===== config.mk =====
export PLATFORM = sky130hd
export DESIGN_NAME = popcount_result_reader
export DESIGN_NICKNAME = d
export VERILOG_FILES = /design/src/rtl/popcount_result_reader.sv
export SDC_FILE = /design/constraint.sdc
export NUM_CORES = 1
export LEC_CHECK = 0
export BUFFER_PORTS_ARGS = -buffer_cell sky130_fd_sc_hd__buf_2
export CELL_PAD_IN_SITES_DETAIL_PLACEMENT = 1
export CELL_PAD_IN_SITES_GLOBAL_PLACEMENT = 1
export CORE_ASPECT_RATIO = 0.9
export CORE_MARGIN = 2
export CORE_UTILIZATION = 34
export DETAILED_ROUTE_END_ITERATION = 16
export HOLD_SLACK_MARGIN = 0.03
export PLACE_DENSITY = 0.85
export SYNTH_ARGS = -nofsm -noshare
export SYNTH_HDL_FRONTEND = slang
export SYNTH_SLANG_ARGS = --single-unit

===== constraint.sdc =====
create_clock -name clk -period 2.89 [get_ports clk]
set_input_delay 0.289 -clock clk [delete_from_list [all_inputs] [get_ports clk]]
set_output_delay 0.289 -clock clk [all_outputs]
set_load 0.02 [all_outputs]

===== src/rtl/popcount_result_reader.sv =====
// Bus-initiating reader that scans the popcount result words, sums the legal counts,
// tracks the first maximum and flags the first word whose value exceeds 32.
module popcount_result_reader #(
    parameter int unsigned BASE_IDX = 20,
    parameter int unsigned COUNT    = 20,
    parameter int unsigned IDX_W    = 5
) (
    input  logic             clk,
    input  logic             reset,
    input  logic             start,
    output logic [31:0]      DataAdr,
    input  logic [31:0]      ReadData,
    output logic             busy,
    output logic             done,
    output logic [31:0]      Total,
    output logic [5:0]       MaxCount,
    output logic [IDX_W-1:0] MaxIdx,
    output logic             Error,
    output logic [IDX_W-1:0] ErrIdx
);

    localparam int unsigned    ADR_W     = 32;
    localparam logic [IDX_W-1:0] LAST_IDX = IDX_W'(COUNT - 1);
    localparam logic [ADR_W-1:0] BASE_ADR = ADR_W'(BASE_IDX) << 2;
    localparam logic [31:0]    MAX_LEGAL = 32'd32;

    typedef enum logic [1:0] {
        IDLE = 2'd0,
        SCAN = 2'd1,
        DONE = 2'd2
    } state_t;

    state_t           state, state_n;
    logic [IDX_W-1:0] idx, idx_n;
    logic [31:0]      adr_n;
    logic [31:0]      total_n;
    logic [5:0]       max_n;
    logic [IDX_W-1:0] max_idx_n;
    logic             err_n;
    logic [IDX_W-1:0] err_idx_n;
    logic             busy_n;
    logic             done_n;
    logic             legal;

    assign legal = (ReadData <= MAX_LEGAL);

    // State and registered outputs
    always_ff @(posedge clk) begin
        if (reset) begin
            state    <= IDLE;
            idx      <= '0;
            DataAdr  <= '0;
            Total    <= '0;
            MaxCount <= '0;
            MaxIdx   <= '0;
            Error    <= 1'b0;
            ErrIdx   <= '0;
            busy     <= 1'b0;
            done     <= 1'b0;
        end else begin
            state    <= state_n;
            idx      <= idx_n;
            DataAdr  <= adr_n;
            Total    <= total_n;
            MaxCount <= max_n;
            MaxIdx   <= max_idx_n;
            Error    <= err_n;
            ErrIdx   <= err_idx_n;
            busy     <= busy_n;
            done     <= done_n;
        end
    end

    // Next-state and next-output logic
    always_comb begin
        state_n   = state;
        idx_n     = idx;
        adr_n     = DataAdr;
        total_n   = Total;
        max_n     = MaxCount;
        max_idx_n = MaxIdx;
        err_n     = Error;
        err_idx_n = ErrIdx;

        case (state)
            IDLE, DONE: begin
                if (start) begin
                    state_n   = SCAN;
                    idx_n     = '0;
                    adr_n     = BASE_ADR;
                    total_n   = '0;
                    max_n     = '0;
                    max_idx_n = '0;
                    err_n     = 1'b0;
                    err_idx_n = '0;
                end
            end
            SCAN: begin
                if (legal) begin
                    total_n = Total + ReadData;
                    // Strict compare keeps the first occurrence on ties
                    if (ReadData > 32'(MaxCount)) begin
                        max_n     = ReadData[5:0];
                        max_idx_n = idx;
                    end
                end else if (!Error) begin
                    err_n     = 1'b1;
                    err_idx_n = idx;
                end
                if (idx == LAST_IDX) begin
                    state_n = DONE;
                end else begin
                    idx_n = idx + IDX_W'(1);
                    adr_n = (ADR_W'(BASE_IDX) + ADR_W'(idx) + 32'd1) << 2;
                end
            end
            default: state_n = IDLE;
        endcase

        busy_n = (state_n == SCAN);
        done_n = (state_n == DONE);
    end

endmodule


Yosys cells after proc, flatten, opt, wreduce, memory -nomap -nowiden
Index checks and enable logic that the tools add are counted.
{"block": "classes", "eq_ne": 11, "muxes": 25, "magnitude_cmp": 2, "n_addsub": 4, "reduce_logical": 8}
{"cell": "$mux W32", "n": 4}
{"cell": "$pmux W32 S2", "n": 2}
{"cell": "$add A32 B32 Y32", "n": 1}
{"cell": "$gt A32 B6 Y1", "n": 1}
{"cell": "$le A32 B6 Y1 const B", "n": 1}
{"cell": "$mux W5", "n": 6}
{"cell": "$pmux W5 S2", "n": 3}
{"cell": "$mux W6", "n": 3}
{"cell": "$ne A2 B2 Y1 const B", "n": 6}
{"cell": "$pmux W6 S2", "n": 1}
{"cell": "$reduce_and A3 Y1", "n": 3}
{"cell": "$reduce_and A4 Y1", "n": 2}
{"cell": "$add A6 B1 Y7 const B", "n": 1}
{"cell": "$add A5 B5 Y6 const A", "n": 1}
{"cell": "$add A5 B1 Y5 const B", "n": 1}
{"cell": "$eq A5 B5 Y1 const B", "n": 1}
{"cell": "$eq A2 B1 Y1 const B", "n": 2}
{"cell": "$eq A2 B2 Y1 const B", "n": 2}
{"cell": "$mux W2", "n": 2}
{"cell": "$pmux W2 S2", "n": 1}
{"cell": "$logic_not A2 Y1", "n": 1}
{"cell": "$mux W1", "n": 2}
{"cell": "$pmux W1 S2", "n": 1}
{"cell": "$reduce_bool A2 Y1", "n": 1}
{"cell": "$reduce_or A2 Y1", "n": 1}
{"block": "word_totals", "input_bits": 35, "output_inout_bits": 83, "word_cells": 60, "register_bits": 90}

Depth between registers and ports, before layout
{"block": "depth", "depth_word": 4, "depth_mapped": 11, "mapped_depth_nobuf": 10}

Worst setup path after synthesis
OpenSTA, ideal clock, no wires.
{"block": "synth_path", "kind": "flip-flop to flip-flop", "startpoint": "register Total[0]", "endpoint": "register Total[30]", "arrival_time_ps": 2776, "setup_ps": 122, "path_buffers": 0, "path_stages_with_launch": 11, "required_ps": 2768, "slack_ps": -7, "path_cell_list": "dfxtp_1 ha_1 fa_1 a211oi_1 o21bai_1 a221oi_2 o21bai_1 a2111oi_0 nor3b_1 mux2i_1 a221o_1"}
{"block": "synth_via", "elab_chain_len": 3}
{"element": "start, declared", "line": "15", "text": "output logic [31:0] Total,"}
{"element": "start signal, assigned", "line": "64", "text": "Total <= total_n;"}
{"element": "$add A32 B32 Y32", "line": "100", "text": "total_n = Total + ReadData;"}
{"element": "$mux W32", "line": "99", "text": "if (legal) begin"}
{"element": "$pmux W32 S2", "line": "85", "text": "case (state)"}
Every way passes these cells. The select of a mux whose other input is x is not followed.
A chain may end at the register's enable or synchronous reset.

Worst setup path in the final report
Same ends and word-level chain as after synthesis.

==> metrics <==
largest area contributor in the netlist=dfxtp_1; initial antenna violation count=0; Diodes inserted=0; DRT antenna net count=0; synth unique cells=51; Fmax achieved=between 300 and 400 MHz; critical-path cell with the highest stage delay=fa_1; final worst slack=between 60 and 70 ps; Power per Cell Area=468 mW/mm2; setup violators final=0; Post-synth EDFFs=0; placed cell count=788; P&R area growth vs syn=22.7%; DR vias/cell=between 5 and 6; CP Class=reg -> reg; first-pass GRT wire length=22,700 um; Layout Cells excl Fill=a little over 800; gr usage total=a little over a fifth; pre-CTS WS=-47.0 ps; Final Hold Fails=0; Synth Instances=about 550; Worst path max stage delay=approximately 400 ps; largest net degree at the start of global routing=27; RSZ-0062 raised after global routing=yes; hold_buf cts=0; CP Cell Sequence=ha_1 -> fa_1 -> a211oi_1 -> o21bai_1 -> a221oi_2 -> o21bai_2 -> a2111oi_4 -> nor3b_2 -> mux2i_1 -> a221o_1; WL/cell=about 18 um; CTS Sinks=62; H-tree levels=3; sequential area share after synthesis=between 20% and 30%; hold slack final=277 ps; first-iteration detailed-routing DRC count=roughly 200; fin nets=just over 700; DR vias=roughly 4,300; CTS root buf=clkbuf_16; Detailed Routing Iterations Pass 1=4; Crit path required time=3110 ps; share of the synthesized area in the top cell type=between 20% and 30%; I/O Buffers=91; Mean Syn Cell Area=roughly 7.8 um2; most common cell in the synthesized netlist=nand2_1; Detailed Place HPWL=10,400 um; vias in the first global route=about 4,600; Hold Path Class=in -> reg; CP endpoint kind=flip-flop; Routed WL=about 14,000 um; CTS clk-pin slew, worst paths=~60 ps; Finished Core Util=about 43%; fin area=between 0.005 and 0.006 mm2; CTS max path bufs=2; die area=about 0.013 mm2; Setup TNS Final=0 ps; starting density of the core=35.1%; Synth Flop Type=dfxtp_1; die span in y=around 110 um; Yosys reg bits=62; peak supply drop=0.000278 V; num rows=38; status=finished, final reports clean; mapped cell area=between 0.004 and 0.005 mm2; CTS buffer count=9; crit start category=flip-flop; IO Pins=118; Lkg Pwr=2.36 nW; Die X=roughly 120 um; Period Utilization, post-route=a little over nine tenths; Skew-Pair Late Insertion Delay=340 ps; final slew viol count=0; asr flop ratio synth=0%; CP max FO=3; layout cells sized above 1=between 20% and 30%; TritonCTS clock tree=yes; most instantiated cells after synthesis=nand2_1, a21oi_1, dfxtp_1, ha_1, nor2_1; post-layout minimum cycle time=2830 ps; DRC violations left=0; Overflow after GRT=0; total core area=0.0121 mm2; Tot Pwr=roughly 2.4 mW; Worst EP arrival=just over 3000 ps; Slew @ Worst Pin=~1100 ps; Slew HR=between 20% and 30%; area post-placement=between 0.004 and 0.005 mm2; GP Congestion=around 0.93; largest cells by area after synthesis=dfxtp_1, ha_1, a21oi_1, nand2_1, buf_4; max-cap violations=0; Ys Warns=0; Fin Clk Skew=7.91 ps
==> layer usage <==
metal,global-route usage (%),vias to the layer above,share of wire [%]
met5,0,-,0
met1,26.1,2107,43
met3,4.22,29,4.9
met4,9.52,0,2.6
li1,-,2079,-
met2,36.8,101,49
==> critical path: cells and delay by family, from the launching register on <==
family	cells	cell delay [ps]
AO/OA/AOI/OAI	6	1510
adder cells (fa/ha/maj)	2	630
flip-flops	1	330
multiplexers	1	140
AND/OR/NAND/NOR	1	110
==> power by group <==
part           switching (mW)  leakage (nW)  internal (mW)
registers              0.0139         0.502          0.871
clock network           0.439         0.152          0.758
logic                   0.245          1.70          0.119
==> cells by family (layout without fill, tap and decap cells) <==
logic type | count (synthesis) | count (layout) | synth area share [%]
simple gates | 190 | 190 | 20.9
compound gates | 150 | 150 | 21.1
buf+inv | 65 | 136 | 8.23
flops | 62 | 62 | 29.2
fa+ha+maj | 39 | 39 | 11.6
xor+xnor | 32 | 32 | 6.58
mux | 10 | 10 | 2.38
other cells | 1 | 26 | 0.0881
==> worst paths after layout <==
path | start | slack [ps] | cells past startpoint | endpoint
hold reg to reg | MaxIdx[4]$_SDFFE_PP0P_ | 470 | 2 | MaxIdx[4]$_SDFFE_PP0P_
setup / recovery | Total[0]$_SDFFE_PP0P_ | 60 | 10 | Total[30]$_SDFFE_PP0P_
setup reg to reg | Total[0]$_SDFFE_PP0P_ | 60 | 10 | Total[30]$_SDFFE_PP0P_
hold / removal | ReadData[2] | 280 | 3 | MaxCount[2]$_SDFFE_PP0P_
==> sequential cells by signal, summed over array words and instances (netlist names) <==
register,cells
DataAdr,4
ErrIdx,5
Error,1
MaxCount,6
MaxIdx,5
Total,32
busy,1
done,1
idx,5
state,2
==> placed cells by master (no fill, tap or decap), drive strengths merged, types with 3 or more instances in the layout <==
master,count
buf,107
nand2,76
a21oi,68
dfxtp,62
nor2,38
ha,38
o21ai,34
conb,26
xnor2,17
nand3,16
xor2,15
inv,14
nand4,9
mux2i,9
nor3,9
clkbuf,9
nor4,8
nand3b,7
o211ai,7
nor2b,6
and2,6
nand2b,6
a21o,6
o21bai,5
or3,4
o21a,4
a211oi,4
a221oi,4
a31o,3
==> what timing repair did <==
item / 4_1_cts / 5_1_grt
setup buffers: 0 / 1
pin swaps: 2 / 2
resized for setup: 1 / 9
setup endpoints to repair: 1 / 10
==> final cells by class <==
| type | count | area (um2) |
|---|---|---|
| repair buffers | 107 | 576 |
| well taps | 160 | 200 |
| fillers | 1521 | 6900 |
| multi-input cells | 447 | 2840 |
| inverters | 13 | 48.8 |
| clock buffers | 9 | 225 |
| clock inverters | 7 | 97.6 |
| flip-flops and latches | 62 | 1240 |
No activity file was read; power rests on OpenSTA's default activity.
